--- src/rtl/mul_div_unit_pkg.sv ---
// mul_div_unit_pkg: shared widths, M-extension funct3 encodings and FSM states
package mul_div_unit_pkg;
   localparam int MDU_DATA_WIDTH = 64;
   localparam int MDU_ADDR_WIDTH = 5;
   typedef enum logic [2:0] {
      OP_MUL, OP_MULH, OP_MULHSU, OP_MULHU, OP_DIV, OP_DIVU, OP_REM, OP_REMU
   } op_e;
   typedef enum logic [1:0] {IDLE, CALC, DONE} state_e;
endpackage

--- src/rtl/mdu_iter_core.sv ---
// mdu_iter_core: one-bit-per-cycle shift-add multiply / restoring divide on magnitudes
// product ends in {hi, lo}; quotient ends in lo, remainder in hi
module mdu_iter_core #(
   parameter int W = 64
) (
   input  logic         clk,
   input  logic         rst_n,
   input  logic         load,
   input  logic         step,
   input  logic         div,
   input  logic [W-1:0] a,
   input  logic [W-1:0] b,
   output logic [W-1:0] hi,
   output logic [W-1:0] lo,
   output logic         last
);
   localparam int CW = $clog2(W) + 1;
   logic [W-1:0] m;
   logic [CW-1:0] cnt;
   logic div_q;
   logic [W:0] sum, tmp, diff;
   assign sum  = {1'b0, hi} + (lo[0] ? {1'b0, m} : '0);
   assign tmp  = {hi, lo[W-1]};
   assign diff = tmp - {1'b0, m};
   assign last = cnt == CW'(W - 1);
   always_ff @(posedge clk or negedge rst_n)
      if (!rst_n) begin
         hi    <= '0;
         lo    <= '0;
         m     <= '0;
         cnt   <= '0;
         div_q <= 1'b0;
      end else if (load) begin
         hi    <= '0;
         lo    <= a;
         m     <= b;
         cnt   <= '0;
         div_q <= div;
      end else if (step) begin
         cnt <= cnt + CW'(1);
         hi  <= div_q ? (diff[W] ? tmp[W-1:0] : diff[W-1:0]) : sum[W:1];
         lo  <= div_q ? {lo[W-2:0], !diff[W]} : {sum[0], lo[W-1:1]};
      end
endmodule

--- src/rtl/mul_div_unit.sv ---
// mul_div_unit: iterative RV M-extension multiply/divide unit
// divide-by-zero and signed overflow skip the iteration and finish next cycle
module mul_div_unit
   import mul_div_unit_pkg::*;
#(
   parameter int DATA_WIDTH = MDU_DATA_WIDTH,
   parameter int ADDR_WIDTH = MDU_ADDR_WIDTH
) (
   input  logic                  i_clk,
   input  logic                  i_rst_n,
   input  logic                  i_start,
   input  logic [2:0]            i_op,
   input  logic [DATA_WIDTH-1:0] i_rs1_data,
   input  logic [DATA_WIDTH-1:0] i_rs2_data,
   input  logic [ADDR_WIDTH-1:0] i_rd,
   output logic                  o_busy,
   output logic                  o_done,
   output logic [DATA_WIDTH-1:0] o_result,
   output logic [ADDR_WIDTH-1:0] o_rd
);
   localparam int W = DATA_WIDTH;
   state_e state, state_nx;
   op_e op_q;
   logic [ADDR_WIDTH-1:0] rd_q, rd_out;
   logic [W-1:0] a_q, res_out, result, hi, lo, a_mag, b_mag, quo, rem;
   logic [2*W-1:0] prod;
   logic a_neg, b_neg, a_neg_q, b_neg_q, dz, ov, dz_q, ov_q, start, last, is_rem;
   assign a_neg = i_rs1_data[W-1] & (i_op[2] ? !i_op[0] : (i_op == OP_MULH || i_op == OP_MULHSU));
   assign b_neg = i_rs2_data[W-1] & (i_op[2] ? !i_op[0] : i_op == OP_MULH);
   assign a_mag = a_neg ? -i_rs1_data : i_rs1_data;
   assign b_mag = b_neg ? -i_rs2_data : i_rs2_data;
   assign dz    = i_op[2] & (i_rs2_data == '0);
   assign ov    = i_op[2] & !i_op[0] & (i_rs1_data == {1'b1, {(W-1){1'b0}}}) & (&i_rs2_data);
   assign start = (state == IDLE) & i_start;
   always_comb
      state_nx = (state == IDLE) ? (i_start ? ((dz | ov) ? DONE : CALC) : IDLE) :
                 (state == CALC) ? (last ? DONE : CALC) : IDLE;
   mdu_iter_core #(.W(W)) u_core (
      .clk(i_clk), .rst_n(i_rst_n), .load(start), .step(state == CALC), .div(i_op[2]),
      .a(a_mag), .b(b_mag), .hi(hi), .lo(lo), .last(last)
   );
   // magnitudes come back unsigned; restore signs before selecting
   always_comb begin
      prod   = (a_neg_q ^ b_neg_q) ? -{hi, lo} : {hi, lo};
      quo    = (a_neg_q ^ b_neg_q) ? -lo : lo;
      rem    = a_neg_q ? -hi : hi;
      is_rem = (op_q == OP_REM) | (op_q == OP_REMU);
      result = dz_q ? (is_rem ? a_q : '1) :
               ov_q ? (is_rem ? '0 : a_q) :
               (op_q == OP_MUL) ? prod[W-1:0] :
               (op_q inside {OP_MULH, OP_MULHSU, OP_MULHU}) ? prod[2*W-1:W] :
               is_rem ? rem : quo;
   end
   always_ff @(posedge i_clk or negedge i_rst_n)
      if (!i_rst_n) begin
         state   <= IDLE;
         op_q    <= OP_MUL;
         rd_q    <= '0;
         rd_out  <= '0;
         a_q     <= '0;
         res_out <= '0;
         a_neg_q <= 1'b0;
         b_neg_q <= 1'b0;
         dz_q    <= 1'b0;
         ov_q    <= 1'b0;
      end else begin
         state <= state_nx;
         if (start) begin
            op_q    <= op_e'(i_op);
            rd_q    <= i_rd;
            a_q     <= i_rs1_data;
            a_neg_q <= a_neg;
            b_neg_q <= b_neg;
            dz_q    <= dz;
            ov_q    <= ov;
         end
         if (state == DONE) begin
            res_out <= result;
            rd_out  <= rd_q;
         end
      end
   assign o_busy   = state != IDLE;
   assign o_done   = state == DONE;
   assign o_result = o_done ? result : res_out;
   assign o_rd     = o_done ? rd_q : rd_out;
endmodule

--- config.mk ---
export PLATFORM = sky130hd
export DESIGN_NAME = mul_div_unit
export DESIGN_NICKNAME = d
export VERILOG_FILES = /design/src/rtl/mul_div_unit_pkg.sv /design/src/rtl/mdu_iter_core.sv /design/src/rtl/mul_div_unit.sv
export SDC_FILE = /design/constraint.sdc
export NUM_CORES = 2
export LEC_CHECK = 0
export CAP_MARGIN = 20
export CORE_MARGIN = 2
export CORE_UTILIZATION = 59
export CTS_CLUSTER_DIAMETER = 120
export DETAILED_ROUTE_END_ITERATION = 8
export PLACE_DENSITY = 0.85
export SYNTH_ARGS = -nofsm -noshare
export SYNTH_HDL_FRONTEND = slang
export SYNTH_SLANG_ARGS = --single-unit
--- constraint.sdc ---
create_clock -name i_clk -period 6 [get_ports i_clk]
set_input_delay 1.8 -clock i_clk [delete_from_list [all_inputs] [get_ports i_clk]]
set_output_delay 1.8 -clock i_clk [all_outputs]
set_load 0.02 [all_outputs]
* Word level (Yosys, flattened, before mapping) *
Index checks and enable logic that the tools add are counted.

word-level totals
  bits in registers = 347
  word-level logic and storage cells = 85

cells by class
  add/subtract/negate cells = 8
  equal/unequal tests = 11
  multiplexer cells = 31
  bitwise logic cells = 10
  reductions and logical operators = 10

operators by type and width
  cell                                                             number
  64-bit two-way mux                                               20
  64-bit negation                                                  4
  128-bit two-way mux                                              1
  128-bit negation                                                 1
  64-bit by 65-bit adder with 65-bit output                        1
  65-bit by 64-bit subtractor with 65-bit output                   1
  64-bit == test, second input constant                            1
  64-bit zero test                                                 1
  64-bit AND reduction                                             1
  7-bit two-way mux                                                2
  2-bit two-way mux                                                5
  3-bit by 2-bit == test with 1-bit output, second input constant  3
  7-bit by 1-bit adder with 7-bit output, second input constant    1
  1-bit bitwise AND                                                7
  7-bit by 6-bit == test with 1-bit output, second input constant  1
  3-bit by 1-bit == test with 1-bit output, second input constant  2
  3-bit == test, second input constant                             2
  5-bit two-way mux                                                1
  2-bit nonzero test                                               2
  3-bit zero test                                                  1
  3-bit nonzero test                                               1
  2-bit by 1-bit == test with 1-bit output, second input constant  1
  2-bit == test, second input constant                             1
  1-bit zero test                                                  2
  5 further kinds                                                  7

* Depth between registers and ports, before layout *
  depth in word-level cells = 8
  gate-level depth with buffers = 17
  mapped depth without buffers = 15

* Cells and area by module *
From an unflattened synthesis, not the netlist that was laid out.

second synthesis, totals
  cell total of the unflattened synthesis = 4,593
  area total of the unflattened synthesis = 33,375.8 µm²

by module, submodules not included
  module         times used  cells each  area each (µm²)  sequential area each (µm²)
  mdu_iter_core  1           2,310       17,585.6         5,004.8
  mul_div_unit   1           2,283       15,790.1         3,678.5

* Least setup slack after synthesis *
No wires, ideal clock.

  path kind = reg2out
  from = register u_core.lo[0]
  to = output port o_result[26]
  arrival time = 3.836 ns
  required time = 4.200 ns
  setup slack = 0.364 ns
  stages on the path, launching flop included = 15
  path buffers = 2
  cells stage by stage = dfrtp_1 > clkbuf_1 > inv_2 > clkbuf_1 > ha_1 > or4b_2 > or3_1 > or4_1 > nor4_2 > nand2_1 > o21ai_1 > xor2_1 > o22ai_1 > a32oi_1 > a41oi_1

between the ends
  longest elaborated chain between the ends = 8
  elaborated cells between the ends (all ways) = 10

RTL lines
  element                 RTL line             RTL
  from (decl)             mdu_iter_core.sv:14  output logic [W-1:0] lo,
  from (signal assigned)  mdu_iter_core.sv:42  lo <= div_q ? {lo[W-2:0], !diff[W]} : {sum[0], lo[W-1:1]};
  64-bit negation         mul_div_unit.sv:45   quo = (a_neg_q ^ b_neg_q) ? -lo : lo;
  64-bit two-way mux      mul_div_unit.sv:45
  64-bit two-way mux      mul_div_unit.sv:52   is_rem ? rem : quo;
  64-bit two-way mux      mul_div_unit.sv:51   (op_q inside {OP_MULH, OP_MULHSU, OP_MULHU}) ? prod[2*W-1:W] :
  64-bit two-way mux (*)  mul_div_unit.sv:50   (op_q == OP_MUL) ? prod[W-1:0] :
  64-bit two-way mux (*)  mul_div_unit.sv:49   ov_q ? (is_rem ? '0 : a_q) :
  64-bit two-way mux (*)  mul_div_unit.sv:48   result = dz_q ? (is_rem ? a_q : '1) :
  64-bit two-way mux (*)  -
  to (decl)               mul_div_unit.sv:18   output logic [DATA_WIDTH-1:0] o_result,

Every way passes the cells marked *; elsewhere a longest branch is shown, timed or not.

* Worst setup path after layout *
  from = register u_core.hi[15]
  to = output port o_result[58]

between the ends
  longest elaborated chain between the ends = 8
  elaborated cells between the ends (all ways) = 10

RTL lines
  element                 RTL line             RTL
  from (decl)             mdu_iter_core.sv:13  output logic [W-1:0] hi,
  from (signal assigned)  mdu_iter_core.sv:41  hi <= div_q ? (diff[W] ? tmp[W-1:0] : diff[W-1:0]) : sum[W:1];
  64-bit negation         mul_div_unit.sv:46   rem = a_neg_q ? -hi : hi;
  64-bit two-way mux      mul_div_unit.sv:46
  64-bit two-way mux      mul_div_unit.sv:52
  64-bit two-way mux (*)  mul_div_unit.sv:51
  64-bit two-way mux (*)  mul_div_unit.sv:50
  64-bit two-way mux (*)  mul_div_unit.sv:49
  64-bit two-way mux (*)  mul_div_unit.sv:48
  64-bit two-way mux (*)  -

Marks and branches as above.

==> results.cfg <==
[route]
antenna_left = 0
vias_per_cell = 6.77
drt_pass1_iterations = 7
wl_per_cell_um = 24.5
drc = 0
wl_mm = 130
vias = 35981
drt_iter0_drc = 4443

[floorplan]
die_w_um = 237
fp.dieArea_sq_um = 56200
die_y_um = 237
core_sq_um = 53800
initial_core_util = 0.596
rows = 85
io_pins = 210

[synthesis]
synthArstFlopShare = 1.00
ys.warnings.count = 0
synth_xor_area_frac = 0.103
synth_top_family_by_area = compound AO/OA/AOI/OAI gates
ys.flop_type = dfrtp_1
netlist_instances = 4366
yosys.area_share.simple = 0.226
synth_edf_count = 0
yosysSeqAreaShare = 0.270
yosys.area_share.adder = 0.0535
netlist_area_sq_um = 32100
avgSynthCellArea_sq_um = 7.35
yosys.cell_types.count = 84
muxShareOfSynthArea = 0.0307
synth-compound-area-share = 0.264
ys_seq_elements = 346
syn-num-nets = 4641

[pwr]
seq_power_share = 0.423
power.density_nw_per_um2 = 145
combPwrFrac = 0.070
internal_power_uw = 4140
power.share.switching = 0.249
power.leakage_uw = 0.0174
irDropWorstVdd_v = 0.000206
power.switching_uw = 1370
pwr-share-clk = 0.507

[grt]
first_global_vias = 33712
grt_start_max_net_pins = 137
grt_use_total = 0.448
antenna_found_initial = 2
grt_overflow_total = 0
grt_pass1_wl_mm = 197

[place]
dpl_cell_area_sq_um = 36000
gp_congestion = 1.02
post-place-ws_ns = -0.0527
port_buffers = 209
dp_hpwl_mm = 96.7

[sta]
period_needed_ns = 5.96
fmax_mhz = 168
layout_setup_ws_ns = 0.0404
slew_headroom = 0.220
skew_ns = 0.0261
rsz0062_at_grt = true
finalHoldViolations = 0
slew_violations = 0
worstMarginPinSlew_ns = 1.17
setup_viol = 0
fin_crit_sh = 0.993

[critical_path]
path_class = flip-flop to primary output
cp-start-kind = flip-flop
cp.arrival_ns = 4.16
timing.rr.start = u_core.lo[63]
cp-end-kind = primary output
cp_data_required_time_ns = 4.20
timing.critical_path.from = u_core.hi[15]
worstPathMaxFanout = 5

[final_layout]
syn_to_final_growth_pct = 18.6
finish.utilization = 0.707
multiInputGateArea_sq_um = 22300
fill_cells = 4421
drive_gt1_frac = 0.120
area.sequential_sq_um = 8660
num-nets-final = 4854
final_area_sq_um = 38000

[cts]
htree_levels = 2
clock_sinks = 346
cts_tree = built
insertion_delay_ns = 0.59
clkTransAtPathRegs_ns = 0.06
cts_max_path_buffers = 3
holdBufCountCts = 0
cts_made_buffers = 43
ctsRootBufferMaster = clkbuf_16

[min_path]
holdCritStartpoint = rd_out[3]
hold_path.class = flip-flop to flip-flop

[flow_run]
drv_cap = 0

[status]
status = complete, no violations
[timing repair]
action	4_1_cts	5_1_grt
pin swaps	18	33
setup endpoints to repair	64	54
cloned	0	0
setup buffers	4	12
gates resized for setup	195	139
[Yosys cell counts, drive strengths merged (55+ instances only)]
library cell,n,area (sq um)
a22oi,55,413
a31oi,72,450
xor2,185,1620
xnor2,191,1670
a21oi,331,1660
mux2i,96,961
ha,134,1680
nor3,112,566
dfrtp,346,8660
o21ai,458,2300
inv,126,473
nor2,411,1550
clkbuf,290,1090
nand4,73,457
o211ai,83,623
nand3,82,410
nand2,632,2370
[final cells by class]
class / instances / share of cell area
Sequential cell: 346 / 0.228
Timing Repair Buffer: 489 / 0.110
Multi-Input combinational cell: 3571 / 0.587
Clock inverter: 28 / 0.00829
Antenna cell: 1 / 0.0000658
Tap cell: 696 / 0.0229
Clock buffer: 52 / 0.0313
Inverter: 128 / 0.0126
[state kept, by name (all words and copies together) (netlist names)]
| signal | cells |
|---|---|
| res_out | 64 |
| u_core.m | 64 |
| state | 2 |
| u_core.cnt | 7 |
| u_core.lo | 64 |
| op_q | 3 |
| rd_out | 5 |
| rd_q | 5 |
| a_neg_q | 1 |
| b_neg_q | 1 |
| ov_q | 1 |
| a_q | 64 |
| u_core.hi | 64 |
| dz_q | 1 |
[power groups by stage]
stage          Combinational (uW)  Sequential [uW]  Clock (uW)
3_3_place_gp                  369             2380           0
5_1_grt                       414             2330        2890
3_5_place_dp                  374             2380           0
4_1_cts                       378             2330        2800
2_1_floorplan                 132             2380           0
6_report                      385             2330        2800
[path summary, 6_finish.rpt]
check                      cells past startpoint  slack, ns       endpoint
min in group asynchronous                      1       1.13   u_core.m[52]
hold reg to reg                                2       0.47      rd_out[3]
setup / recovery                              16       0.04   o_result[58]
max in group asynchronous                      2       3.64  u_core.lo[23]
setup reg to reg                              15       0.66  u_core.hi[47]
hold / removal                                 2       0.47      rd_out[3]
[critical path, stage by stage (launching register included)]
cell	delay (ns)
dfrtp_1	0.50
nor4_4	0.41
and2_1	0.21
nand4_1	0.10
buf_4	0.19
nor3_2	0.23
buf_4	0.18
nand4_1	0.16
nor3_1	0.21
buf_4	0.16
nand2b_1	0.11
xor2_1	0.17
o22ai_1	0.11
a221oi_2	0.33
buf_4	0.16
nor2_1	0.04
dlygate4sd2_1	0.32
[layer usage]
layer  share of wire  GRT usage  vias to the layer above
met4           0.061      0.234                        2
met3            0.11     0.0825                      492
met2            0.43      0.684                     2371
met5         0.00010          0                        -
met1            0.40      0.609                    16946
li1                -          -                    16170
[kinds of logic (layout without fill, tap and decap cells)]
family,after synthesis,count (layout)
and+or+nand+nor,1584,1584
AOI/OAI and AO/OA,1377,1377
buffers and inverters,449,697
xor gates and xnor gates,376,376
DFF,346,346
adders and majority gates,136,136
muxes,98,98
other,0,1
[layout by cell type, fill, tap and decap left out, types with 20 or more instances in the layout]
master	netlist	routed
buf_4	2	279
xor2_1	185	183
o21ai_0	447	422
o21a_1	25	25
dfrtp_1	346	344
or2_2	21	21
o21ai_1	10	26
or4_1	39	31
dlygate4sd2_1	0	20
nor2_1	409	398
o21bai_1	28	27
ha_1	134	134
nand3_1	82	81
a21o_1	52	52
o41ai_1	24	21
mux2i_1	96	96
clkdlybuf4s50_1	0	145
and3_1	24	22
nand2b_1	30	29
o31ai_1	52	47
o221ai_1	27	23
nand4_1	73	73
o22ai_1	36	36
or3_1	48	38
nand2_1	632	630
a31oi_1	72	71
a22oi_1	55	55
inv_1	124	124
nor3_1	111	102
nor4_1	40	31
clkbuf_16	0	44
xnor2_1	191	190
o211ai_1	83	83
a21oi_1	330	322
[stage by stage]
step	std cells	setup TNS [ns]	hold WS [ns]	power, uW
4_1_cts	5298	-1.07	0.473	5510
3_3_place_gp	5214	-0.141	0.456	2740
5_1_grt	5310	-0.615	0.489	5630
6_report	5311	0	0.471	5510
2_1_floorplan	4366	0	0.444	2510
3_5_place_dp	5214	-0.0527	0.457	2750
No activity file was read; power rests on OpenSTA's default activity.
